--- src/rtl/core_ctrl_pkg.sv ---
// ----------------------------------------------------------------------------
// core_ctrl_pkg
// Shared definitions for the core run/halt/single-step clock controller.
//   core_state_e : controller state encoding, also exported on the `state` port
//                  (2'd3 is unused and recovers to HALT).
//   EN_COUNT_W   : width of the retired-enable counter.
// ----------------------------------------------------------------------------
package core_ctrl_pkg;

    typedef enum logic [1:0] {
        ST_HALT = 2'd0,
        ST_RUN  = 2'd1,
        ST_STEP = 2'd2
    } core_state_e;

    localparam int EN_COUNT_W = 16;

endpackage : core_ctrl_pkg

--- src/rtl/btn_debounce.sv ---
// ----------------------------------------------------------------------------
// btn_debounce
// Conditions one raw asynchronous push-button: 2-flop synchronizer, a
// stability counter, and a one-cycle pulse on each accepted press.
//   clk       : system clock
//   reset     : synchronous, active-high
//   btn_raw   : raw button level, asynchronous to clk
//   btn_level : debounced level
//   btn_rise  : one-cycle pulse when btn_level goes 0 -> 1
// A clean raw edge produces btn_rise 2 + DEBOUNCE_CYCLES cycles later.
// ----------------------------------------------------------------------------
module btn_debounce #(
    parameter int DEBOUNCE_CYCLES = 500000
) (
    input  logic clk,
    input  logic reset,
    input  logic btn_raw,
    output logic btn_level,
    output logic btn_rise
);

    localparam int CW = (DEBOUNCE_CYCLES > 1) ? $clog2(DEBOUNCE_CYCLES) : 1;
    localparam logic [CW-1:0] CNT_LAST = CW'(DEBOUNCE_CYCLES - 1);

    logic          sync1_q, sync1_d;
    logic          sync2_q, sync2_d;
    logic [CW-1:0] cnt_q,   cnt_d;
    logic          level_q, level_d;
    logic          rise_q,  rise_d;

    always_comb begin
        // NOTE: every always_comb output gets a default first so no path
        // leaves it unassigned and a latch is never inferred.
        sync1_d = btn_raw;
        sync2_d = sync1_q;
        cnt_d   = '0;
        level_d = level_q;
        rise_d  = 1'b0;
        if (sync2_q != level_q) begin
            // The sample that completes the run flips the level directly,
            // so the counter only needs to reach DEBOUNCE_CYCLES-1.
            if (cnt_q == CNT_LAST) begin
                level_d = sync2_q;
                rise_d  = sync2_q;
            end else begin
                cnt_d = cnt_q + CW'(1);
            end
        end
    end

    always_ff @(posedge clk) begin
        // NOTE: state is updated with non-blocking assignments so every flop
        // samples the pre-edge values regardless of statement order.
        if (reset) begin
            sync1_q <= 1'b0;
            sync2_q <= 1'b0;
            cnt_q   <= '0;
            level_q <= 1'b0;
            rise_q  <= 1'b0;
        end else begin
            sync1_q <= sync1_d;
            sync2_q <= sync2_d;
            cnt_q   <= cnt_d;
            level_q <= level_d;
            rise_q  <= rise_d;
        end
    end

    assign btn_level = level_q;
    assign btn_rise  = rise_q;

endmodule : btn_debounce

--- src/rtl/core_clk_ctrl.sv ---
// ----------------------------------------------------------------------------
// core_clk_ctrl
// Run/halt/single-step controller producing a one-cycle clock-enable pulse
// for the RISC-V core.
//   clk      : 50 MHz system clock
//   reset    : synchronous, active-high
//   run_btn  : raw button, selects RUN (periodic enable)
//   step_btn : raw button, one enable pulse per press from HALT
//   halt_btn : raw button, selects HALT (no enable)
//   core_en  : registered one-cycle enable to the core
//   state    : current state (0 = HALT, 1 = RUN, 2 = STEP)
//   running  : high while in RUN
//   en_count : core_en pulses since reset, wrapping
// Simultaneous button events resolve halt > step > run.
// ----------------------------------------------------------------------------
module core_clk_ctrl
    import core_ctrl_pkg::*;
#(
    parameter int DIV_VALUE       = 10000000,
    parameter int DEBOUNCE_CYCLES = 500000,
    parameter int RESET_RUN       = 1,
    parameter int CNT_W           = 32
) (
    input  logic                  clk,
    input  logic                  reset,
    input  logic                  run_btn,
    input  logic                  step_btn,
    input  logic                  halt_btn,
    output logic                  core_en,
    output logic [1:0]            state,
    output logic                  running,
    output logic [EN_COUNT_W-1:0] en_count
);

    localparam core_state_e      RESET_STATE = (RESET_RUN != 0) ? ST_RUN : ST_HALT;
    localparam logic [CNT_W-1:0] DIV_LAST    = CNT_W'(DIV_VALUE - 1);

    logic       run_evt, step_evt, halt_evt;
    logic [2:0] unused_levels;

    btn_debounce #(.DEBOUNCE_CYCLES(DEBOUNCE_CYCLES)) u_run_db (
        .clk(clk), .reset(reset), .btn_raw(run_btn),
        .btn_level(unused_levels[0]), .btn_rise(run_evt)
    );

    btn_debounce #(.DEBOUNCE_CYCLES(DEBOUNCE_CYCLES)) u_step_db (
        .clk(clk), .reset(reset), .btn_raw(step_btn),
        .btn_level(unused_levels[1]), .btn_rise(step_evt)
    );

    btn_debounce #(.DEBOUNCE_CYCLES(DEBOUNCE_CYCLES)) u_halt_db (
        .clk(clk), .reset(reset), .btn_raw(halt_btn),
        .btn_level(unused_levels[2]), .btn_rise(halt_evt)
    );

    core_state_e           state_q,    state_d;
    logic [CNT_W-1:0]      div_q,      div_d;
    logic                  core_en_q,  core_en_d;
    logic                  running_q,  running_d;
    logic [EN_COUNT_W-1:0] en_count_q, en_count_d;

    always_comb begin
        state_d    = state_q;
        div_d      = '0;
        core_en_d  = 1'b0;
        en_count_d = en_count_q + {{(EN_COUNT_W-1){1'b0}}, core_en_q};
        case (state_q)
            ST_HALT: begin
                if (halt_evt) begin
                    state_d = ST_HALT;
                end else if (step_evt) begin
                    // The single enable is issued in the STEP cycle itself.
                    state_d   = ST_STEP;
                    core_en_d = 1'b1;
                end else if (run_evt) begin
                    state_d = ST_RUN;
                end
            end
            ST_STEP: begin
                state_d = ST_HALT;
            end
            ST_RUN: begin
                // Halt is checked first so a halt on the terminal count
                // suppresses that cycle's pulse.
                if (halt_evt) begin
                    state_d = ST_HALT;
                end else if (div_q == DIV_LAST) begin
                    core_en_d = 1'b1;
                end else begin
                    div_d = div_q + CNT_W'(1);
                end
            end
            default: begin
                state_d = ST_HALT;
            end
        endcase
        running_d = (state_d == ST_RUN);
    end

    always_ff @(posedge clk) begin
        if (reset) begin
            state_q    <= RESET_STATE;
            div_q      <= '0;
            core_en_q  <= 1'b0;
            running_q  <= (RESET_STATE == ST_RUN);
            en_count_q <= '0;
        end else begin
            state_q    <= state_d;
            div_q      <= div_d;
            core_en_q  <= core_en_d;
            running_q  <= running_d;
            en_count_q <= en_count_d;
        end
    end

    assign core_en  = core_en_q;
    assign state    = state_q;
    assign running  = running_q;
    assign en_count = en_count_q;

endmodule : core_clk_ctrl

--- config.mk ---
export PLATFORM = sky130hd
export DESIGN_NAME = core_clk_ctrl
export DESIGN_NICKNAME = d
export VERILOG_FILES = /design/src/rtl/core_ctrl_pkg.sv /design/src/rtl/btn_debounce.sv /design/src/rtl/core_clk_ctrl.sv
export SDC_FILE = /design/constraint.sdc
export NUM_CORES = 1
export LEC_CHECK = 0
export CAP_MARGIN = 20
export CORE_MARGIN = 2
export CORE_UTILIZATION = 51
export CTS_CLUSTER_DIAMETER = 120
export DETAILED_ROUTE_END_ITERATION = 8
export PLACE_DENSITY = 0.77
export SETUP_SLACK_MARGIN = 0.15
export SLEW_MARGIN = 10
export SYNTH_ARGS = -nofsm -noshare
export SYNTH_HDL_FRONTEND = slang
export SYNTH_HIERARCHICAL = 1
export SYNTH_SLANG_ARGS = --single-unit
--- constraint.sdc ---
create_clock -name clk -period 2.6 [get_ports clk]
set_clock_uncertainty 0.1 [all_clocks]
set_input_delay 0.78 -clock clk [delete_from_list [all_inputs] [get_ports clk]]
set_output_delay 0.78 -clock clk [all_outputs]
set_load 0.005 [all_outputs]
Word level (Yosys, flattened, before mapping)
Cells that the tools add are included.
Widths: inputs -> output; s select.

storage, ports and cells
  bits in registers = 121
  bits in latches = 0
  bits in writable memories = 0
  memory bits (read-only) = 0
  input bits = 5
  output and inout bits = 20
  logic and storage cells = 62
  memories kept = 0

cells by class
  add/sub/neg operators = 5
  $mul = 0
  div/mod/pow operators = 0
  $lt $le $gt $ge = 0
  equality and inequality tests = 9
  shifts and indexed selects = 0
  muxes and demuxes = 10
  bitwise operators = 7
  reduce and logical (&&, ||, !) cells = 11

operator list
  cell                   number
  $add 19x1->19 const B  3
  $eq 19x19->1 const B   3
  $add 32x1->32 const B  1
  $eq 32x24->1 const B   1
  $reduce_or 3->1        6
  $add 16x1->16          1
  $mux 2                 4
  $not 1->1              7
  $reduce_and 2->1       3
  $eq 2x1->1 const B     2
  $mux 1                 4
  $pmux 2 s2             1
  $reduce_or 4->1        1
  $ne 1x1->1             3
  $logic_not 2->1        1
  $pmux 1 s2             1

Logic depth before layout (Yosys ltp)
Gate-level depths: netlist of run 1.

  depth in word-level cells = 5
  mapped depth = 6
  depth with buffers taken out = 6

Cells and area by module
The synthesis of run 1 kept the hierarchy.

modules (own cells, without submodules)
  module         times used  cells each  area an instance (um2)  sequential area each (um2)
  btn_debounce   3           115         1034.7                  460.4
  core_clk_ctrl  1           285         2447.3                  1041.0

Worst setup path after synthesis of run 1
Ideal clock, no wire load.

  kind = register to register
  start point = register div_q[0]
  end point = register div_q[22]
  library setup time = 0.086 ns
  arrival = 1.889 ns
  required time = 2.414 ns
  setup slack = 0.525 ns
  cell stages (with the launch flop) = 6
  path buffers = 0
  period minus slack after synthesis = 2.075 ns
  path through = dfxtp_1 > ha_1 > nand2_1 > or4_4 > or4_1 > a211oi_1

on the way
  cells in the longest elaborated chain, start to end = 2
  elaborated cells between the ends (all ways) = 3
  classes of those cells = add/sub: 1; eq/ne: 1; reduce/logical: 1

ends and longest elaborated chain
  element                                                line                  RTL
  start, declared                                        core_clk_ctrl.sv:57   logic [CNT_W-1:0] div_q, div_d;
  start signal, assigned                                 core_clk_ctrl.sv:109  div_q <= div_d;
  branches (longest 2 deep; another with $add 32x1->32)  -

Several ways; the timed one is not identified.
A chain may end at the register's enable or synchronous reset.

Worst setup path after layout of run 1
  start point = register en_count_q[2] (netlist: en_count[2])
  end point = output port en_count[2]

RTL lines
  element                 line                  RTL
  start, declared         core_clk_ctrl.sv:60   logic [EN_COUNT_W-1:0] en_count_q, en_count_d;
  start signal, assigned  core_clk_ctrl.sv:112  en_count_q <= en_count_d;
  end, declared           core_clk_ctrl.sv:32   output logic [EN_COUNT_W-1:0] en_count

No word-level cell between the ends.

==> results of run 1 <==
-- per-stage QoR --
step	area (µm²)	power, mW
finish	6510	4.08
global route	6510	4.23
CTS	6510	4.12
detailed placement	5960	1.96
global placement	5960	1.96
floorplan	5550	1.94
-- worst reg2reg max path, delay by kind of cell, from the launching register on --
family,cells,cell delay (ns)
flops,1,0.43
compound gates,1,0.24
simple gates,3,1.44
-- area by class of cell --
| cell class | count | share of cell area |
|---|---|---|
| clock buffers | 22 | 0.0726 |
| clock inverters | 9 | 0.0111 |
| inverters | 21 | 0.0121 |
| multi-input cells | 473 | 0.457 |
| flip-flops and latches | 121 | 0.372 |
| well taps | 140 | 0.0269 |
| repair buffers | 32 | 0.0480 |
-- flip-flops by register name (all words and copies together), names as in the netlist, 2 cells and up --
| signal | flops |
|---|---|
| div_q | 32 |
| u_halt_db/cnt_q | 19 |
| u_run_db/cnt_q | 19 |
| u_step_db/cnt_q | 19 |
| en_count | 16 |
| state | 2 |
-- layout by cell type, fill, tap and decap left out, types with 6 or more instances in the layout --
cell / Yosys / final
buf_4: 4 / 7
ha_1: 6 / 6
nor2_1: 79 / 79
or4_1: 12 / 12
nand3_1: 36 / 36
and3_1: 11 / 11
nor4b_1: 9 / 9
nand4_1: 19 / 19
a211oi_1: 10 / 10
nor2b_1: 9 / 9
clkinv_2: 0 / 7
nor3_1: 27 / 27
xnor2_1: 51 / 51
xor2_1: 11 / 11
inv_1: 18 / 18
o21ai_0: 14 / 14
nor4_1: 23 / 23
or3_1: 11 / 11
and4_1: 11 / 11
clkbuf_16: 0 / 16
clkdlybuf4s50_1: 0 / 24
dfxtp_1: 121 / 119
o31ai_1: 16 / 16
a21oi_1: 27 / 27
nand2_1: 35 / 35
-- where the power goes --
part           leakage [nW]  switching, mW  internal [mW]  total [mW]
logic                 0.714         0.0322         0.0211      0.0533
clock network         0.276          0.806           1.35        2.15
registers             0.977        0.00633           1.87        1.87
total                  1.97          0.845           3.23        4.08
-- routing by layer --
metal	vias to the layer above	wire length (µm)	global-route usage
met2	72	5510	0.359
met1	2233	5360	0.251
li1	2372	-	-
met4	0	188	0.0943
met5	-	0	0
met3	17	368	0.0591
-- cells by family after synthesis --
| family | count (synthesis) | synth area share |
|---|---|---|
| AND/OR/NAND/NOR | 321 | 0.327 |
| flip-flops | 121 | 0.436 |
| AO/OA/AOI/OAI | 82 | 0.0935 |
| XOR/XNOR | 62 | 0.0978 |
| buffers and inverters | 36 | 0.0277 |
| adder cells (fa/ha/maj) | 6 | 0.0135 |
| multiplexers | 2 | 0.00406 |
-- final timing paths --
check / end / depth (start not counted)
worst max register to register: div_q[26]$_SDFF_PP0_ / 4
worst min register to register: u_halt_db/sync2_q$_SDFF_PP0_ / 1
worst min-delay path: u_halt_db/sync2_q$_SDFF_PP0_ / 1
worst max-delay path: en_count[2] / 1
-- cell usage after synthesis (4+ instances only) --
cell type	n
dfxtp_1	121
nor2_1	79
xnor2_1	51
nand3_1	36
nand2_1	35
a21oi_1	27
nor3_1	27
nor4_1	23
nand4_1	19
inv_1	18
o31ai_1	16
o21ai_0	14
or4_1	12
and3_1	11
and4_1	11
or3_1	11
xor2_1	11
a211oi_1	10
nor2b_1	9
nor4b_1	9
clkbuf_1	7
ha_1	6
and2_1	5
nor3b_1	5
or4_4	5
buf_4	4
-- repair_timing --
item,4_1_cts,5_1_grt
hold buffers,0,0
resized for setup,0,2
setup endpoints to repair,0,2
==> results.cfg, run 1 <==
[finish]
drive_gt1_frac = 0.102
nets = 677
fin_util = 0.606
final_cells = 818
seqCellArea_um2 = 2420
fill_cells = 956
syn_to_final_growth_pct = 17.3
diodes = 0
multi_input_area_um2 = 2980

[die]
dieArea_um2 = 11700
boundaryPins = 25
die_w_um = 108
core_area_um2 = 10700
die_y_um = 108
initial_utilization = 0.517
num_rows = 38

[timing]
finalSetupViolCount = 0
tns_ns = 0
worst_pin_slew_ns = 0.811
period_needed_ns = 2.40
rsz0062_at_grt = false
fin_crit_sh = 0.922
fin_ws_ns = 0.203
hold_viol_final = 0
fin_hold_ws_ns = 0.354
fmax_mhz = 417
drv_slew = 0
slew_headroom = 0.459

[grt]
overflow = 0
grt_pass1_vias = 4446
antenna_found_initial = 0
grt_start_max_net_pins = 35
grt_pass1_wl_um = 19700
grt.total_usage = 0.212

[critical_path]
cp_slowest_cell = clkdlybuf4s50_1
end_kind = output pin
crit_type = flip-flop to output pin
crit_chain = clkdlybuf4s50_1
critical-path-max-stage-delay_ns = 0.55
cp_num_buf_inv = 1
path_max_fanout = 6
cp-start-kind = flip-flop
timing.rr.start = div_q[3]$_SDFF_PP0_
cp_top_family = buffers and inverters
cp_data_arrival_time_ns = 1.52
required_ns = 1.72
crit_start = en_count[2]$_SDFF_PP0_
reg2reg_slack_ns = 0.29

[detailed_routing]
vias = 4694
avgViaCountPerCell = 5.74
drtPass1Iterations = 4
wl_um = 11400
drc = 0
wl_per_cell_um = 14.0
drt_iter0_drc = 284
final_antenna_net_count = 0

[power_and_ir_drop]
peakVddDrop_v = 0.000490
leakage_nw = 1.97
power_density_nw_per_um2 = 626

[placement]
post-dp-hpwl_um = 7700
io_buffers = 24
gp_congestion = 0.823
post-place-ws_ns = 0.243
dp_cells = 787

[clocking]
post_cts_buffers = 0
cts_num_sinks = 121
cts-root-buf = clkbuf_8
cts-buffers-inserted = 17
insertion_delay_ns = 0.53
clkTransAtPathRegs_ns = 0.06
cts_tree = built
clockBufferDepth = 2
cts.htree.levels = 4

[yosys]
syn_area_per_cell_um2 = 8.81
ys_seq_area_frac = 0.436
synth_area_leaders = dfxtp_1 (44%), xnor2_1 (8.0%), nor2_1 (5.3%), nand3_1 (3.2%), nor4_1 (2.6%)
async_flop_share = 0
synth_ff_type = dfxtp_1
synth_top_area_cell = dfxtp_1
synthesis.area_um2 = 5550
syn_nets = 641
synthCells = 630
yosys_warnings = 6
yosysUniqueCellTypes = 47
yosysTopAreaCellShare = 0.436
synth_seq_cells = 121
synth_edf_count = 0

[status]
status = finished clean

[worst_hold_path]
hold_path_class = flip-flop to flip-flop
worstHoldStart = u_halt_db/sync1_q$_SDFF_PP0_

[run]
cap_violations = 0
Power figures use the tool's default switching activity.
==> run 2: changes to the inputs <==
Settings changed: CELL_PAD_IN_SITES_DETAIL_PLACEMENT set to 0, CELL_PAD_IN_SITES_GLOBAL_PLACEMENT set to 1, CORE_UTILIZATION 51 to 46, CTS_CLUSTER_SIZE set to 40, PLACE_DENSITY 0.77 to 0.87.
==> results.cfg, run 2 (synthesis results as in run 1) <==
[finish]
drive_gt1_frac = 0.100
syn_to_final_growth_pct = 18.5
final_common_cell = dfxtp_1
fin_util = 0.553
largest_register = div_q
fill_cells = 1087
mostFrequentLayoutCells = dfxtp_1 (121), nor2_1 (79), xnor2_1 (51), nand3_1 (36), nand2_1 (35)
nets = 679
fin_area_um2 = 6580
diodes = 0
largest_reg_flops = 32
final_cells = 826

[grt]
grt.total_usage = 0.187
antenna_found_initial = 0
overflow = 0
grt_pass1_wl_um = 19900
grt_start_max_net_pins = 35
grt_pass1_vias = 4485

[die]
dieArea_um2 = 13000
boundaryPins = 25
initial_utilization = 0.466
num_rows = 40
die_y_um = 114
die_w_um = 114
core_area_um2 = 11900

[power_and_ir_drop]
pwr-share-seq = 0.439
peakVddDrop_v = 0.000526
leakage_nw = 2.00
total_power_mw = 4.27
combPwrFrac = 0.013
p_int_mw = 3.45
p_sw_frac = 0.192
switchingPower_mw = 0.819
power_density_nw_per_um2 = 649
pwr-share-clk = 0.549

[critical_path]
cp-start-kind = flip-flop
cp_top_family = simple AND/OR/NAND/NOR gates
path_max_fanout = 14
crit_chain = nand4_1 -> or4_4 -> or4_1 -> a211oi_1
r2r-end = div_q[26]$_SDFF_PP0_
timing.rr.start = div_q[3]$_SDFF_PP0_
critPathCapture = div_q[26]$_SDFF_PP0_
reg2reg_slack_ns = 0.32
end_kind = flip-flop
cp_slowest_cell = or4_4
crit_type = flip-flop to flip-flop
crit_cells = 4
critical-path-max-stage-delay_ns = 0.65
required_ns = 2.81
ff2ff_path_depth = 4
cp_num_buf_inv = 0
crit_start = div_q[3]$_SDFF_PP0_
cp_data_arrival_time_ns = 2.50

[detailed_routing]
drc = 0
wl_per_cell_um = 13.8
wl_um = 11400
final_antenna_net_count = 0
drtPass1Iterations = 4
vias = 4648
avgViaCountPerCell = 5.63
drt_iter0_drc = 231

[timing]
finalSetupViolCount = 0
rsz0062_at_grt = false
hold_viol_final = 0
fmax_mhz = 438
fin_crit_sh = 0.878
fin_ws_ns = 0.317
drv_slew = 0
worst_pin_slew_ns = 0.799
slew_headroom = 0.467
tns_ns = 0
period_needed_ns = 2.28
fin_hold_ws_ns = 0.354

[clocking]
cts_resized = 0
clkTransAtPathRegs_ns = 0.05
cts-buffers-inserted = 17
clockBufferDepth = 2
cts.htree.levels = 4
cts_num_sinks = 121
insertion_delay_ns = 0.41
cts_tree = built
cts-root-buf = clkbuf_16
cts-hold-fix-buffers = 0
post_cts_buffers = 0

[worst_hold_path]
hold_path_class = flip-flop to flip-flop

[placement]
gp_congestion = 0.803
post-dp-hpwl_um = 7740
post-place-ws_ns = 0.141
io_buffers = 24
dp_cells = 796
place_area_um2 = 5990

[status]
status = finished clean

[run]
cap_violations = 0
-- run 2: cell types whose count changed in the layout (fill, tap and decap cells not counted), sizes merged --
cell	before	now
clkbuf	22	21
buf	8	10
clkinv	7	5
bufinv	1	3
-- run 2: worst min path at each step --
| stage | depth (start not counted) | to | from |
|---|---|---|---|
| floorplan | 1 | u_halt_db/sync2_q$_SDFF_PP0_ | u_halt_db/sync1_q$_SDFF_PP0_ |
| detailed placement | 1 | u_step_db/sync2_q$_SDFF_PP0_ | u_step_db/sync1_q$_SDFF_PP0_ |
| finish | 1 | u_step_db/sync2_q$_SDFF_PP0_ | u_step_db/sync1_q$_SDFF_PP0_ |
| CTS | 1 | u_step_db/sync2_q$_SDFF_PP0_ | u_step_db/sync1_q$_SDFF_PP0_ |
| global route | 1 | u_step_db/sync2_q$_SDFF_PP0_ | u_step_db/sync1_q$_SDFF_PP0_ |
| global placement | 1 | u_step_db/sync2_q$_SDFF_PP0_ | u_step_db/sync1_q$_SDFF_PP0_ |
-- run 2: power by group through the flow --
stage               logic, mW  clock network (mW)  registers [mW]
floorplan              0.0325                   0            1.91
finish                 0.0535                2.34            1.87
global placement       0.0522                   0            1.91
detailed placement     0.0545                   0            1.91
CTS                    0.0548                2.38            1.87
global route           0.0615                2.47            1.87
-- run 2: final cells by class --
class,count,area (µm²),share of cell area
clock buffer,21,470,0.0715
clock inverter,9,123,0.0186
inverter,21,78.8,0.0120
multi-input combinational,473,2980,0.452
sequential,121,2420,0.368
tap,147,184,0.0279
timing repair buffer,34,328,0.0498
-- run 2: worst register-to-register path: stages (launching register included) --
cell and delay, ns:
dfxtp_1 0.41, nand4_1 0.23, or4_4 0.65, or4_1 0.55, a211oi_1 0.25
-- run 2: layer usage --
metal,vias to the layer above,track usage,share of wire
li1,2375,-,-
met1,2201,0.225,0.46
met5,-,0,0
met2,63,0.317,0.49
met3,9,0.0627,0.036
met4,0,0.0602,0.012
==> run 3: changes to the inputs <==
Settings changed: PLACE_DENSITY 0.87 to not set, PLACE_DENSITY_LB_ADDON set to 0.1, REMOVE_ABC_BUFFERS set to 1.
==> results.cfg, run 3 (synthesis results as in run 1) <==
[finish]
diodes = 0
syn_to_final_growth_pct = 19.6
drive_gt1_frac = 0.106
final_common_cell = dfxtp_1
fin_area_um2 = 6640
mostFrequentLayoutCells = dfxtp_1 (121), nor2_1 (79), xnor2_1 (51), nand3_1 (36), nand2_1 (34)
largest_reg_flops = 32
fill_cells = 1103
fin_util = 0.557
nets = 684
largest_register = div_q

[grt]
overflow = 0
grt.total_usage = 0.197
antenna_found_initial = 0
grt_pass1_vias = 4372
grt_start_max_net_pins = 35
top_usage_layer = met2
grt_pass1_wl_um = 20500
grt_use_met3 = 0.0563
grt_use_met1 = 0.265
grt_util_met2 = 0.297

[timing]
fmax_mhz = 433
fin_crit_sh = 0.888
finalSetupViolCount = 0
tns_ns = 0
rsz0062_at_grt = false
hold_viol_final = 0
period_needed_ns = 2.31
worst_pin_slew_ns = 0.845
slew_headroom = 0.437
drv_slew = 0
fin_hold_ws_ns = 0.336

[power_and_ir_drop]
pwr-share-clk = 0.561
power_density_nw_per_um2 = 661
combPwrFrac = 0.012
p_sw_frac = 0.195
pwr-share-seq = 0.427
leakage_nw = 2.03
switchingPower_mw = 0.856
peakVddDrop_v = 0.000369
p_int_mw = 3.53

[clocking]
cts-buffers-inserted = 17
cts-root-buf = clkbuf_16
insertion_delay_ns = 0.41
cts_tree = built
cts-hold-fix-buffers = 0
clockBufferDepth = 2
cts.htree.levels = 4
cts_num_sinks = 121
clkTransAtPathRegs_ns = 0.05

[critical_path]
cp_slowest_cell = clkdlybuf4s50_1
cp_top_family = buffers and inverters
ff2ff_path_depth = 5
required_ns = 1.72
path_max_fanout = 6
cp_data_arrival_time_ns = 1.43
crit_type = flip-flop to output pin
end_kind = output pin
crit_cells = 1
cp_num_buf_inv = 1
crit_chain = clkdlybuf4s50_1
critical-path-max-stage-delay_ns = 0.55
cp-start-kind = flip-flop

[die]
dieArea_um2 = 13000
num_rows = 40
core_area_um2 = 11900
boundaryPins = 25
die_y_um = 114
initial_utilization = 0.466
die_w_um = 114

[worst_hold_path]
hold_path_class = flip-flop to flip-flop
min_path_cells = 1

[detailed_routing]
drtPass1Iterations = 5
wl_um = 12000
wl_per_cell_um = 14.4
drt_iter0_drc = 176
avgViaCountPerCell = 5.61
final_antenna_net_count = 0
vias = 4674
drc = 0

[placement]
gp_congestion = 0.805
post-dp-hpwl_um = 8040
place_area_um2 = 6000
io_buffers = 24

[status]
status = finished clean

[run]
cap_violations = 0
[run 3: worst paths after layout]
check	slack (ns)	endpoint	start
max	0.29	en_count[3]	en_count[3]$_SDFF_PP0_
min	0.34	u_run_db/sync2_q$_SDFF_PP0_	u_run_db/sync1_q$_SDFF_PP0_
max reg2reg	0.33	div_q[26]$_SDFF_PP0_	div_q[0]$_SDFF_PP0_
min reg2reg	0.34	u_run_db/sync2_q$_SDFF_PP0_	u_run_db/sync1_q$_SDFF_PP0_
[run 3: metal layers]
layer	vias up	wire [µm]
met5	-	0
met4	0	186
met3	15	532
met2	92	5340
met1	2198	5960
li1	2369	-
[run 3: repair_timing]
action,4_1_cts,5_1_grt
resized for setup,0,1
setup buffers,0,3
endpoints found under the setup margin,0,2
[run 3: area by class of cell]
| cell class | instances | area [µm²] | share of cell area |
|---|---|---|---|
| sequential | 121 | 2420 | 0.365 |
| tap | 147 | 184 | 0.0277 |
| multi-input combinational | 473 | 2980 | 0.449 |
| clock inverter | 9 | 145 | 0.0219 |
| clock buffer | 23 | 468 | 0.0705 |
| timing repair buffer | 39 | 363 | 0.0547 |
| inverter | 21 | 78.8 | 0.0119 |
[run 3: per-stage QoR]
stage	cells	power (mW)	setup WS (ns)
global placement	798	1.96	0.297
floorplan	615	1.94	0.363
global route	833	4.53	0.185
detailed placement	798	1.97	0.257
finish	833	4.39	0.290
CTS	830	4.43	0.244
[run 3: power groups by stage]
stage	Combinational, mW	Sequential, mW	Clock (mW)
after floorplan	0.0259	1.91	0
after global placement	0.0521	1.91	0
after detailed placement	0.0542	1.91	0
after CTS	0.0547	1.87	2.50
after global routing	0.0610	1.87	2.60
final	0.0542	1.87	2.46
